[src/rtl/instruction_sequencer.sv]
// Fetch/issue stage that feeds the control unit. It reads instruction words from a
// synchronous program ROM and presents opcode/operand for a fixed number of cycles.
// It also owns the program counter, HALT detection, stop requests, wrap-around and
// single-step.
module instruction_sequencer #(
    parameter int ADDR_W      = 4,
    parameter int PROG_LEN    = 16,
    parameter int EXEC_CYCLES = 2,
    parameter int WRAP        = 0
) (
    input  logic              clk,
    input  logic              rst,
    input  logic              start,
    input  logic              stop,
    input  logic              step_en,
    input  logic              step,
    input  logic [7:0]        progData,
    output logic [ADDR_W-1:0] progAddr,
    output logic              progRd,
    output logic [3:0]        opCode,
    output logic [3:0]        operand,
    output logic              issueValid,
    output logic [ADDR_W-1:0] pc,
    output logic              busy,
    output logic              halted,
    output logic [15:0]       instrCount
);

    typedef enum logic [2:0] {
        IDLE,
        FETCH,
        LATCH,
        ISSUE,
        PAUSE,
        HALTED
    } state_t;

    localparam int                CNT_W     = (EXEC_CYCLES > 1) ? $clog2(EXEC_CYCLES) : 1;
    localparam logic [CNT_W-1:0]  LAST_CNT  = CNT_W'(EXEC_CYCLES - 1);
    localparam logic [ADDR_W-1:0] LAST_ADDR = ADDR_W'(PROG_LEN - 1);
    localparam logic [3:0]        HALT_OP   = 4'b1111;

    state_t             state_q, state_d;
    logic [ADDR_W-1:0]  pc_q, pc_d;
    logic [7:0]         ir_q, ir_d;
    logic               stopPend_q, stopPend_d;
    logic [CNT_W-1:0]   execCnt_q, execCnt_d;
    logic [15:0]        count_q, count_d;

    logic [ADDR_W-1:0]  pcNext;
    logic               lastIssue;
    logic [15:0]        countInc;

    // Program counter advances modulo the program length, the issue counter saturates.
    assign pcNext    = (pc_q == LAST_ADDR) ? '0 : pc_q + ADDR_W'(1);
    assign lastIssue = (execCnt_q == LAST_CNT);
    assign countInc  = (count_q == 16'hFFFF) ? count_q : count_q + 16'd1;

    // State and datapath registers; reset returns everything to an idle NOP state.
    always_ff @(posedge clk) begin
        if (rst) begin
            state_q    <= IDLE;
            pc_q       <= '0;
            ir_q       <= 8'hFF;
            stopPend_q <= 1'b0;
            execCnt_q  <= '0;
            count_q    <= '0;
        end else begin
            state_q    <= state_d;
            pc_q       <= pc_d;
            ir_q       <= ir_d;
            stopPend_q <= stopPend_d;
            execCnt_q  <= execCnt_d;
            count_q    <= count_d;
        end
    end

    // Next-state logic: sequence fetch/latch/issue and decide where each instruction leads.
    always_comb begin
        state_d    = state_q;
        pc_d       = pc_q;
        ir_d       = ir_q;
        stopPend_d = stopPend_q;
        execCnt_d  = execCnt_q;
        count_d    = count_q;
        case (state_q)
            IDLE, HALTED: begin
                if (start) begin
                    state_d    = FETCH;
                    pc_d       = '0;
                    count_d    = '0;
                    stopPend_d = stop;
                end
            end
            FETCH: begin
                if (stop) stopPend_d = 1'b1;
                state_d = LATCH;
            end
            LATCH: begin
                if (stop) stopPend_d = 1'b1;
                ir_d      = progData;
                execCnt_d = '0;
                state_d   = ISSUE;
            end
            ISSUE: begin
                if (stop) stopPend_d = 1'b1;
                if (!lastIssue) begin
                    execCnt_d = execCnt_q + CNT_W'(1);
                end else begin
                    count_d = countInc;
                    if (ir_q[7:4] == HALT_OP) begin
                        state_d = HALTED;
                    end else if (stopPend_q || stop) begin
                        state_d = HALTED;
                        pc_d    = pcNext;
                    end else if ((pc_q == LAST_ADDR) && (WRAP == 0)) begin
                        state_d = HALTED;
                    end else begin
                        pc_d    = pcNext;
                        state_d = step_en ? PAUSE : FETCH;
                    end
                end
            end
            PAUSE: begin
                if (stop) begin
                    state_d = HALTED;
                end else if (step || !step_en) begin
                    state_d = FETCH;
                end
            end
            default: state_d = IDLE;
        endcase
    end

    // Output decode: only ISSUE exposes a live instruction, everything else shows a NOP.
    always_comb begin
        progRd     = 1'b0;
        opCode     = HALT_OP;
        operand    = 4'h0;
        issueValid = 1'b0;
        busy       = 1'b0;
        halted     = 1'b0;
        case (state_q)
            FETCH: begin
                progRd = 1'b1;
                busy   = 1'b1;
            end
            LATCH: busy = 1'b1;
            ISSUE: begin
                opCode     = ir_q[7:4];
                operand    = ir_q[3:0];
                issueValid = 1'b1;
                busy       = 1'b1;
            end
            PAUSE:   busy   = 1'b1;
            HALTED:  halted = 1'b1;
            default: ;
        endcase
    end

    assign progAddr   = pc_q;
    assign pc         = pc_q;
    assign instrCount = count_q;

endmodule

[config.mk]
export PLATFORM = sky130hd
export DESIGN_NAME = instruction_sequencer
export DESIGN_NICKNAME = d
export VERILOG_FILES = /design/src/rtl/instruction_sequencer.sv
export SDC_FILE = /design/constraint.sdc
export NUM_CORES = 1
export LEC_CHECK = 0
export ABC_AREA = 1
export CAP_MARGIN = 25
export CORE_MARGIN = 5
export CORE_UTILIZATION = 36
export CTS_BUF_LIST = sky130_fd_sc_hd__clkbuf_16
export DETAILED_ROUTE_END_ITERATION = 6
export PLACE_DENSITY = 0.7
export SKIP_CTS_REPAIR_TIMING = 1
export SYNTH_ARGS = -nofsm -noshare
export SYNTH_HDL_FRONTEND = slang
export SYNTH_SLANG_ARGS = --single-unit
[constraint.sdc]
create_clock -name clk -period 4.9 [get_ports clk]
set_clock_uncertainty 0.2 [all_clocks]
set_input_delay 0.49 -clock clk [delete_from_list [all_inputs] [get_ports clk]]
set_output_delay 0.49 -clock clk [all_outputs]
set_load 0.01 [all_outputs]
* Word-level counts from Yosys, hierarchy flattened *
Cells that the tools add are included.
W data, S select, Z words.

cells by class
  muxes and demuxes = 31
  add/sub/neg operators = 3
  reductions and logical operators = 14
  eq/ne operators = 15

operators by type and width
  kind                     number
  $mux W16                 3
  $mux W4                  8
  $pmux W16 S2             1
  $mux W3                  8
  $add A16 B1 Y16 const B  1
  $eq A16 B16 Y1 const B   1
  $pmux W3 S5              1
  $eq A4 B4 Y1 const B     2
  $ne A2 B2 Y1 const B     4
  $pmux W4 S2              1
  $mux W1                  7
  $eq A3 B2 Y1 const B     2
  $eq A3 B3 Y1 const B     2
  $ne A3 B3 Y1 const B     2
  $reduce_and A3 Y1        2
  $reduce_bool A2 Y1       3
  $reduce_and A5 Y1        1
  $add A4 B1 Y4 const B    1
  $pmux W1 S2              2
  $reduce_and A4 Y1        1
  $reduce_or A4 Y1         1
  $eq A3 B1 Y1 const B     1
  $logic_not A3 Y1         1
  $reduce_or A3 Y1         1
  5 further kinds          6

word-level totals
  bits of input ports = 14
  logic and storage cells = 69
  bits in registers = 33

* Depth between registers and ports, before layout *
Gate-level depths: netlist (run 1).

  word-level depth = 7
  gate-level depth with buffers = 11
  depth with buffers taken out = 10

* Worst setup path after synthesis (run 1) *
OpenSTA, ideal clock, no wires.

  path type = reg-to-reg
  start point = register count_q[0] (netlist: instrCount[0])
  end point = register count_q[13] (netlist: instrCount[13])
  setup time = 0.110 ns
  required time = 4.590 ns
  data arrival time = 1.605 ns
  path slack = 2.985 ns
  period minus slack after synthesis = 1.915 ns
  cell stages (with the launch flop) = 12
  cells stage by stage = dfxtp_1 > ha_1 > nand2_1 > nor2_4 > nand2_4 > o21ai_4 > nand2_2 > buf_2 > nand3_1 > nand2_1 > inv_1 > nor2_1

between the ends
  cells in the longest elaborated chain, start to end = 4

ends and longest elaborated chain
  what                      line  text
  start: declaration        48    logic [15:0] count_q, count_d;
  start signal: assignment  74    count_q <= count_d;
  $add A16 B1 Y16           57    assign countInc = (count_q == 16'hFFFF) ? count_q : count_q + 16'd1;
  $mux W16                  57
  $mux W16                  107   if (!lastIssue) begin
  $pmux W16 S2              86    case (state_q)

Several ways; a longest one is shown, not always the timed one. The select of a mux whose other input is x is not followed.
A chain may end at the register's enable or synchronous reset.

* Worst setup path in the final report (run 1) *
  start point = register state_q[2]
  end point = output port issueValid

between the ends
  cells in the longest elaborated chain, start to end = 2

ends and longest elaborated chain
  what                      line  text
  start: declaration        43    state_t state_q, state_d;
  start signal: assignment  69    state_q <= state_d;
  $eq A3 B2 Y1              143   case (state_q)
  $mux W1                   143
  end: declaration          22    output logic issueValid,

No other way between the ends.

==> summary by stage, run 1 <==
Hold path
The worst min-delay path startpoint is execCnt_q. In this run the worst hold path is classified as reg2reg.

Clock network
For the worst-skew pair, the clock arrives at the later sink with an insertion delay of 0.27 ns. The clock tree from TritonCTS is yes. Clock tree synthesis inserted a total of 5 buffers. In this run the deepest clock path goes through 2 buffers. In this run the clock root is driven by a sky130_fd_sc_hd__clkbuf_16. Clock-pin slew was measured on the worst setup and hold paths at 0.05 ns.

The tree built by TritonCTS fans out to 33 sinks. The deepest level of the CTS H-tree is 2.

Cells and area
Excluding fillers, the count of instances in the completed layout stands at 434. Of the cells placed in the final design, the portion with a size suffix greater than 1 is 6.630%. The area growth from synthesis to layout is 32.93%. For this run, the post-layout net count is 377. The repair_antennas step left the layout with diodes totalling 0.

Job
The number of max-capacitance violations reported is 0.

Yosys
The gate count after technology mapping is 317. The register bit total from synthesis is 33. The unique cell type count in the Yosys netlist is 30. In this run the cell area of the synthesized design comes to 1972 sq um. The synthesis warning total is 0. The sequential share of the synthesized area is 33.50%.

A synthesized cell averages 6.220 sq um. The number of nets produced by synthesis is 333.

Pwr
The completed layout was analyzed and its total power is 0.001162 W. The power density normalized to cell area is 443.1 nW/um^2. The largest voltage drop on the vdd net is 0.2475 mV. In this run the static leakage power is 1.003 nW.

STA
The max-slew violation count is 0. Final hold analysis gives a worst-case slack of 0.2651 ns. The final number of hold-violating endpoints is 0. Headroom to the max-slew limit came out at 41.05%. The slew at the pin closest to its max-slew limit is 0.8810 ns.

Setup repair after global routing left no endpoint under its margin. The final critical path takes up 56.69% of the cycle. The setup-violating endpoint count in the final report is 0. After layout, the minimum clock period comes to 2.778 ns. Based on the critical path, the design can be clocked at up to 360.0 MHz. After routing, the total negative slack on setup checks comes to 0 ns.

Detailed routing
Once detail routing completed, the nets flagged for antenna violations numbered 0. For this run, design rule violations remaining after detail routing come to 0. The number of vias in the routed layout is 2087. The detailed-route wire length is 5060 um. The detailed router finished its first iteration with 100 violations. The routed wire length per instance is 11.66 um. The first-pass detailed-route iteration total is 4. The number of vias per cell is 4.809.

Critical path
Among all stages on the critical path, the largest delay is contributed by sky130_fd_sc_hd__clkdlybuf4s50_1. The critical path contains buffers and inverters numbering 3 combined. The worst setup path is captured at a primary output. Traced cell by cell, the critical path runs through inv_2 -> nand3_2 -> inv_2 -> clkdlybuf4s50_1. The launching element type of the critical path is a flip-flop. Among the stages of the critical path, the cell type that occurs most often is sky130_fd_sc_hd__inv_2. The delay of the slowest cell on the worst path is 0.59 ns. The kind of cell with the highest combined delay along the critical path is buffers and inverters. The largest fanout on the critical path is 24. The required time reported for the critical path endpoint is 4.21 ns. The startpoint identified for the worst register-to-register timing path is state_q[2]. The type of the worst setup path is reg2out. STA puts the critical path data arrival time at 2.09 ns. The launching element of the worst setup path is state_q[2].

GRT
The via count of the first global-routing pass came to 2056. The first global-routing pass estimated 8838 um of wire. The initial antenna violation count is 0.

The total track usage is 14.91%. The remaining global-route overflow is 0. The largest net degree at the start of global routing is 26.

Die
The die area is 7058 sq um. Once the floorplan was initialized, standard cells occupied 36.48% of the core. The core area is 5405 sq um. The die span in x is 84.01 um.

For this design the top-level I/O count stands at 50. The number of rows in the core area is 27. The y dimension of the die is 84.01 um.

Status
The flow ran to the end, and the final reports show no timing, DRC or antenna violations.

Place
The detailed placer's ending HPWL is 3766 um. The cell count after placement is 426. The placer's final routability congestion estimate is 0.8475. The number of buffers added on ports is 49.
per-stage QoR:
| step | utilization [%] | area (sq um) | worst slack (ns) |
|---|---|---|---|
| final | 48.50 | 2621 | 2.122 |
| after global routing | 48.50 | 2621 | 2.003 |
| after CTS | 48.50 | 2621 | 2.119 |
| after detailed placement | 45.95 | 2484 | 2.426 |
| after global placement | 45.95 | 2484 | 2.459 |
| after floorplan | - | 1972 | 2.985 |
cell families after synthesis:
| kind of cell | synth area share, % |
|---|---|
| buffers and inverters | 10.53 |
| AO/OA/AOI/OAI | 12.63 |
| XOR/XNOR | 1.333 |
| adder cells (fa/ha/maj) | 1.269 |
| AND/OR/NAND/NOR | 40.74 |
| flip-flops | 33.50 |
per-layer routing:
layer  up-vias  part of all wire, %  wire, um  global-route usage [%]
met5         -                    0         0                       0
met4         0                  2.8       142                   5.848
met3        14                  5.6       281                   4.047
met2        52                   45      2276                   24.58
met1       918                   47      2359                   18.37
li1       1103                    -         -                       -
worst paths after layout:
check,end,slack [ns],depth (start not counted)
max,issueValid,2.12,4
min,execCnt_q,0.27,2
max reg2reg,instrCount[12],2.53,9
min reg2reg,execCnt_q,0.27,2
where the power goes:
part / switching, W / internal [W]
registers: 0.0000475 / 0.000324
clock network: 0.000109 / 0.000183
logic: 0.000319 / 0.000179
total: 0.000475 / 0.000686
cell usage after synthesis:
| library cell | count | share of area [%] |
|---|---|---|
| sky130_fd_sc_hd__ha_1 | 2 | 1.3 |
| sky130_fd_sc_hd__nor2_4 | 2 | 1.1 |
| sky130_fd_sc_hd__a21oi_2 | 1 | 0.44 |
| sky130_fd_sc_hd__buf_4 | 5 | 1.9 |
| sky130_fd_sc_hd__nand2_2 | 4 | 1.3 |
| sky130_fd_sc_hd__clkbuf_1 | 5 | 0.95 |
| sky130_fd_sc_hd__inv_1 | 30 | 5.7 |
| sky130_fd_sc_hd__xnor2_1 | 1 | 0.44 |
| sky130_fd_sc_hd__nor3_1 | 3 | 0.76 |
| sky130_fd_sc_hd__nand3_1 | 26 | 6.6 |
| sky130_fd_sc_hd__o21ai_1 | 1 | 0.25 |
| sky130_fd_sc_hd__a31oi_1 | 1 | 0.32 |
| sky130_fd_sc_hd__o21bai_1 | 2 | 0.76 |
| sky130_fd_sc_hd__buf_2 | 1 | 0.25 |
| sky130_fd_sc_hd__o21ai_0 | 17 | 4.3 |
| sky130_fd_sc_hd__nor2_1 | 56 | 11 |
| sky130_fd_sc_hd__nor3b_1 | 2 | 0.76 |
| sky130_fd_sc_hd__nand2_4 | 1 | 0.57 |
| sky130_fd_sc_hd__a21oi_1 | 21 | 5.3 |
| sky130_fd_sc_hd__inv_2 | 5 | 0.95 |
| sky130_fd_sc_hd__a211oi_1 | 1 | 0.38 |
| sky130_fd_sc_hd__or2_2 | 2 | 0.63 |
| sky130_fd_sc_hd__buf_6 | 1 | 0.57 |
| sky130_fd_sc_hd__buf_1 | 1 | 0.19 |
| sky130_fd_sc_hd__nand4_1 | 7 | 2.2 |
| sky130_fd_sc_hd__xor2_1 | 2 | 0.89 |
| sky130_fd_sc_hd__nand2_1 | 82 | 16 |
| sky130_fd_sc_hd__nand3_2 | 1 | 0.51 |
| sky130_fd_sc_hd__o21ai_4 | 1 | 0.83 |
| sky130_fd_sc_hd__dfxtp_1 | 33 | 34 |
layout by cell type (no fill, tap or decap), types with 3 or more instances in the layout:
cell type                         count
sky130_fd_sc_hd__o21ai_0             17
sky130_fd_sc_hd__clkdlybuf4s50_1     49
sky130_fd_sc_hd__nor3_1               3
sky130_fd_sc_hd__inv_1               30
sky130_fd_sc_hd__inv_2                5
sky130_fd_sc_hd__a21oi_1             21
sky130_fd_sc_hd__nand3_1             26
sky130_fd_sc_hd__nand2_1             82
sky130_fd_sc_hd__clkbuf_16            5
sky130_fd_sc_hd__dfxtp_1             33
sky130_fd_sc_hd__nand4_1              7
sky130_fd_sc_hd__nor2_1              56
sky130_fd_sc_hd__nand2_2              4
registers in the layout (all words and copies together) (netlist names):
| register | count |
|---|---|
| execCnt_q | 1 |
| instrCount | 16 |
| ir_q | 8 |
| pc | 4 |
| state_q | 3 |
| stopPend_q | 1 |
cell type report:
type	instances	area, sq um
fillers	576	2784
multi-input cells	236	1104
inverters	35	131.4
flip-flops and latches	33	660.6
clock buffers	5	125.1
clock inverters	3	12.51
well taps	72	90.09
repair buffers	50	498.0
tightest hold or removal path: cells and delay by family, from the launching register on:
| family | cells | cell delay (ns) |
|---|---|---|
| flip-flops | 1 | 0.29 |
| AO/OA/AOI/OAI | 1 | 0.06 |
| buffers and inverters | 1 | 0.06 |
(Power assumes the default switching activity.)
==> run 2: changes to the inputs <==
- PLACE_DENSITY: 0.7 -> 0.72
- clock period: 4.9 -> 2.4 ns (I/O delays scaled with it)
==> run 2 against run 1 <==
  * Final cell count increased by 0.69%
  * Die area unchanged
  * Via count increased by 1.3%
  * Clock power increased by 97%
  * Sequential power increased by 100%
  * Combinational power increased by 110%
  * Critical path type unchanged
  * Largest power group unchanged
  * Highest routed layer unchanged
==> summary by stage, run 2 (synthesis results as in run 1) <==
Critical path
The launch point of the worst reg-to-reg path is instrCount[1]. Data on the critical path arrives at its endpoint at 1.76 ns. The most critical setup path has its startpoint at state_q[2]. The number of buffer and inverter instances along the worst setup path is 3. The most numerous cell type found on the critical path is sky130_fd_sc_hd__inv_2.

Grouping stages by cell kind, the critical path spends the most delay in buffers and inverters. The slowest stage of the critical path belongs to the cell sky130_fd_sc_hd__clkdlybuf4s50_1. The signal on the critical path passes through inv_2 -> nand3_2 -> inv_2 -> clkdlybuf4s50_1. The number of cells on the worst reg-to-reg path is 9.

The largest fanout on the critical path is 9. The capturing element type of the critical path is a primary output. The required time reported for the critical path endpoint is 1.96 ns. The type of the worst setup path is reg2out.

The worst-case register-to-register setup slack is 0.28 ns. The launching element type of the critical path is a flip-flop. The number of cells on the critical path is 4. In this design, the stage delay of the slowest critical-path cell is 0.58 ns. The end of the critical path is issueValid. The reg-to-reg endpoint is instrCount[12].

Detailed routing
For this block, the routed nets add up to 5157 um of wire. Dividing the detail-routed wire length by the instance count gives 11.80 um. The number of vias per cell is 4.838. The initial DRC count is 96. The number of vias in the routed layout is 2114.

Before antenna repair, the detailed router went through 4 iterations. In this run the remaining antenna-violating nets after routing total 0. The DRC violation count after routing is 0.

Pwr
The clock network accounts for 24.4% of the total power. The sequential cell fraction of total power is 31.7%. In this run switching power makes up 40.15% of total power. Summed over all nets, the switching power comes to 0.0009516 W. The power density normalized to cell area is 894.0 nW/um^2. Cell internal power was estimated by the tool at 0.001419 W. The overall power after layout is 0.002370 W.

VDD sags by at most 0.4487 mV. In this run, the combinational gates consume 43.9% of the power. The analysis attributes to cell leakage a power of 1.024 nW.

Cells and area
The repair_antennas step left the layout with diodes totalling 0. In the layout the commonest cells are sky130_fd_sc_hd__nand2_1, sky130_fd_sc_hd__nor2_1, sky130_fd_sc_hd__clkdlybuf4s50_1. The layout overhead on the synthesized area is 34.45%. The sequential cell area is 660.6 sq um. The library cell used most frequently in the layout, excluding fill and tap cells, is sky130_fd_sc_hd__nand2_1. The flip-flop count of the largest register, all copies and words added is 16. The footprint of the multi-input gates is 1104 sq um. The net count of the finished layout is 382. The fraction of final layout cells with drive strength greater than 1 is 7.945%.

At the end of the flow the core is filled with cells to 49.05%. The number of filler instances in the final layout is 594.

Job
Across the run, the number of max-cap violations was 0.

GRT
The first global-routing pass estimated 9190 um of wire. In the global route stage, overall resource usage came out at 15.72%. The initial antenna violation count is 0. The via count of the first global-routing pass is 2005. The largest net degree at the start of global routing is 25. The remaining global-route overflow is 0.

STA
Based on the critical path, the design can be clocked at up to 455.3 MHz. The final worst setup slack is 0.2035 ns. The final number of hold-violating endpoints came to 0. In the final timing run, aggregate negative setup slack is 0 ns. The share of the cycle needed by the critical path after routing is 91.52%. The slew at the pin closest to its max-slew limit is 0.4045 ns. Setup repair after global routing left no endpoint under its margin.

The worst slew margin relative to its limit is 73.04%. The shortest clock period the worst path allows after layout is 2.196 ns. The max-slew violation count came to 0.

The setup-violating endpoint count in the final report is 0.

Die
The die is 84.01 um tall. The core area is 5405 sq um. The die area is 7058 sq um. The number of rows in the core area is 27. Once the floorplan was initialized, standard cells occupied 36.48% of the core.

In this run the count of I/O pins placed on the die edge is 50. The die is 84.01 um wide.

Clock network
The clock latency on the worst-skew pair is 0.27 ns. The clock-pin slew on the worst setup and hold paths is 0.05 ns. The H-tree was split into 2 levels. The number of buffers created by CTS is 5. The clock sink count is 33.

CTS placed an instance of sky130_fd_sc_hd__clkbuf_16 at the clock tree root. Counting along the longest clock path gives a buffer depth of 2. The clock tree from TritonCTS is yes.

Place
The placer's final routability congestion estimate is 0.8225. Input and output buffers added on the ports amount to 49. Detailed placement ended at an HPWL of 3873 um. OpenSTA, run right after detailed placement, puts the worst setup slack at 0.2703 ns.

Status
The flow ran to the end, and the final reports show no timing, DRC or antenna violations.

Hold path
The worst hold path begins at execCnt_q. The worst hold path class is reg2reg. The worst hold path was traced through 2 stages.
==> run 2: area by class of cell <==
type | count | area share, %
clock buffers | 5 | 4.719
well taps | 72 | 3.398
multi-input cells | 236 | 41.62
inverters | 35 | 4.955
flip-flops and latches | 33 | 24.92
clock inverters | 1 | 0.1888
repair buffers | 55 | 20.20
==> run 2: per-layer routing <==
layer	GRT usage, %	share of wire [%]	up-vias
met3	5.133	5.9	4
met2	26.10	48	57
met5	0	0	-
met4	4.094	0.91	0
met1	19.55	46	944
li1	-	-	1109
==> run 2: worst min-delay path by stage <==
stage and to:
3_3_place_gp ir_q[0], 3_5_place_dp execCnt_q, 6_report execCnt_q, 5_1_grt execCnt_q, 4_1_cts execCnt_q, 2_1_floorplan ir_q[7]
==> run 2: worst reg2reg max path: cells and delay by family, from the launching register on <==
| family | cells | cell delay [ns] |
|---|---|---|
| fa+ha+maj | 1 | 0.23 |
| compound gates | 2 | 0.32 |
| flops | 1 | 0.38 |
| simple gates | 6 | 0.91 |
==> run 2: through the flow <==
step / instance area, sq um / instances / hold slack (ns)
after global placement: 2521 / 431 / 0.2615
after detailed placement: 2521 / 431 / 0.2583
after global routing: 2651 / 437 / 0.2764
after CTS: 2651 / 437 / 0.2688
final: 2651 / 437 / 0.2697
after floorplan: 1972 / 317 / 0.1663
==> run 2: power groups by stage <==
stage          registers [W]  logic [W]  clock network (W)
2_1_floorplan       0.000760   0.000721                  0
3_3_place_gp        0.000757    0.00102                  0
3_5_place_dp        0.000763    0.00104                  0
4_1_cts             0.000752    0.00105           0.000587
5_1_grt             0.000771    0.00117           0.000625
6_report            0.000752    0.00104           0.000578
==> run 3: changes to the inputs <==
- PLACE_DENSITY: 0.72 -> 0.7
- clock period: 2.4 -> 2.7 ns (I/O delays scaled with it)
==> run 3 against run 2 <==
  * Final cell count fell by 0.23%
  * Global-route usage fell by 0.69 points
  * Total power fell by 11%
  * Sequential share of layout area rose by 0.13 points
  * Sequential power fell by 11%
  * Register-to-register slack improved by 0.27 ns
  * Non-clock buffer count fell by 3
  * Wire length fell by 0.70%
  * Via count fell by 1.6%
  * Combinational power fell by 12%
  * Clock power fell by 6.6%
==> summary by stage, run 3 (synthesis results as in run 1) <==
GRT
The largest net degree at the start of global routing is 17. The initial antenna violation count is 0. The total track usage is 15.03%. The via count of the first global-routing pass is 1952. Global routing finished with a remaining overflow of 0. The wire length of the first global-routing pass is 8963 um.

Job
The number of max-capacitance violations reported is 0.

Clock network
The deepest clock path buffer count is 2. Clock tree synthesis inserted a total of 5 buffers. TritonCTS built the clock tree.

The clock latency on the worst-skew pair is 0.28 ns. The deepest level of the CTS H-tree is 2. The clock-pin slew on the worst setup and hold paths is 0.05 ns.

Counting every sink on the clock net gives 33. The tree is rooted in a sky130_fd_sc_hd__clkbuf_16.

Die
The die covers 7058 sq um. The I/O pin count is 50. Measured along the x axis, the die boundary spans 84.01 um.

The initial cell density of the core is 36.48%. The number of rows in the core area is 27. The floorplan step set the die height to 84.01 um.

The core area is 5405 sq um.

Cells and area
Leaving out fill and tap cells, the most frequent cell in the layout is sky130_fd_sc_hd__nand2_1. Of the cells placed in the final design, the portion with a size suffix greater than 1 is 7.418%. Leaving out fill and tap cells, the most frequent cells in the layout are sky130_fd_sc_hd__nand2_1, sky130_fd_sc_hd__nor2_1, sky130_fd_sc_hd__clkdlybuf4s50_1. The flip-flop count of the largest register, all copies and words added is 16. Compared with the post-synthesis result, the final layout area differs by 33.76%.

The footprint of the multi-input gates is 1104 sq um. The net count of the finished layout is 379. The sequential cell area is 660.6 sq um. The layout has 596 filler cells. The final antenna diode count is 0.

Detailed routing
In this run, the number of DRC markers left after iteration 0 of detailed routing was 92. For this block, the via count after detailed routing is 2081. The number of vias per cell is 4.773. The detailed-route wire length is 5121 um. The remaining antenna violation count is 0. The first-pass detailed-route iteration total is 4.

The DRC violation count after routing is 0. The routed wire length per instance is 11.75 um.

Pwr
VDD sags by at most 0.4341 mV. The design draws 0.002121 W. The static leakage power is 1.018 nW.

The power density normalized to cell area is 804.0 nW/um^2.

STA
Setup total negative slack on the finished layout was measured at 0 ns. In the finished design, the share of the clock period the worst path needs comes to 84.40%. The maximum frequency from static timing analysis is 438.8 MHz.

The max-slew violation count is 0. The worst pin sits at a relative slew slack of 44.18%. For the pin with the worst max-slew slack, the measured transition is 0.8342 ns. Setup repair after global routing left no endpoint under its margin. The shortest clock period the worst path allows after layout is 2.279 ns.

Setup violations remaining at the end of the flow were counted as 0. The final number of hold-violating endpoints is 0.

Critical path
The capturing element type of the critical path is a primary output. Walking the worst path, the cells encountered are nand3_2 -> inv_2 -> clkdlybuf4s50_1. The critical path is of the reg2out type. The worst setup path is launched from a flip-flop. The required time reported for the critical path endpoint is 2.23 ns.

For the worst flop-to-flop path, the logic depth is 9. Along the worst path, the maximum fanout reaches 12. The slowest cell on the critical path is sky130_fd_sc_hd__clkdlybuf4s50_1. The worst-case register-to-register setup slack is 0.55 ns.

The number of buffer and inverter instances along the worst setup path is 2. The worst register-to-register path begins at instrCount[1]. STA puts the critical path data arrival time at 1.81 ns.

The delay of the slowest cell on the worst path is 0.58 ns. The reg-to-reg endpoint is instrCount[12]. The kind of cell with the highest combined delay along the critical path is buffers and inverters.

Place
The placer's final routability congestion estimate is 0.8378. Summed over all nets, the half-perimeter wirelength after detailed placement is 3768 um. The number of buffers added on ports is 49.

Status
The flow ran to the end, and the final reports show no timing, DRC or antenna violations.

Hold path
The worst hold path was traced through 2 stages. The worst hold path class is reg2reg. The worst min-delay path startpoint is ir_q[1]. The terminating pin of the worst hold path is ir_q[1].
[run 3: cell types whose count changed in the layout (fill, tap and decap cells not counted), sizes merged]
cell    delta
clkinv     +1
buf        -3
inv        +1
[run 3: worst reg2reg max path, delay by kind of cell, from the launching register on]
kind            cells  cell delay [ns]
compound gates      2             0.32
fa+ha+maj           1             0.23
flops               1             0.39
simple gates        6             0.94
[run 3: per-stage QoR]
step                area, sq um  hold WS (ns)  instances  utilization [%]  worst slack [ns]
floorplan                  1972        0.1963        317                -            0.7853
global placement           2499        0.2615        428            46.23            0.5878
detailed placement         2499        0.2701        428            46.23            0.5799
CTS                        2638        0.2778        436            48.80            0.3830
global route               2638        0.2915        436            48.80            0.2973
finish                     2638        0.2757        436            48.80            0.4212
[run 3: how the worst max path moves through the flow]
stage	startpoint	endpoint	slack, ns	cells past startpoint
floorplan	instrCount[0]	instrCount[13]	0.79	11
global placement	state_q[2]	instrCount[0]	0.59	9
detailed placement	state_q[2]	pc[1]	0.58	9
CTS	state_q[0]	issueValid	0.38	3
global route	state_q[2]	opCode[2]	0.30	5
finish	state_q[0]	issueValid	0.42	3
[run 3: area by class of cell]
type                       count  area share, %
multi-input combinational    236          41.84
sequential                    33          25.05
timing repair buffer          52          19.45
inverter                      35          4.981
clock buffer                   5          4.744
tap                           72          3.416
clock inverter                 3         0.5218
[run 3: power by group]
group          internal [W]  switching, W  total, W
clock network      0.000334      0.000206  0.000540
registers          0.000588     0.0000806  0.000669
logic              0.000333      0.000579  0.000911
[run 3: layer usage]
metal  track usage [%]  vias up  part of all wire [%]
li1                  -     1099                     -
met1             19.14      921                    48
met2             24.87       53                    44
met3             3.949        8                   6.5
met4             4.386        0                   1.6
met5                 0        -                     0
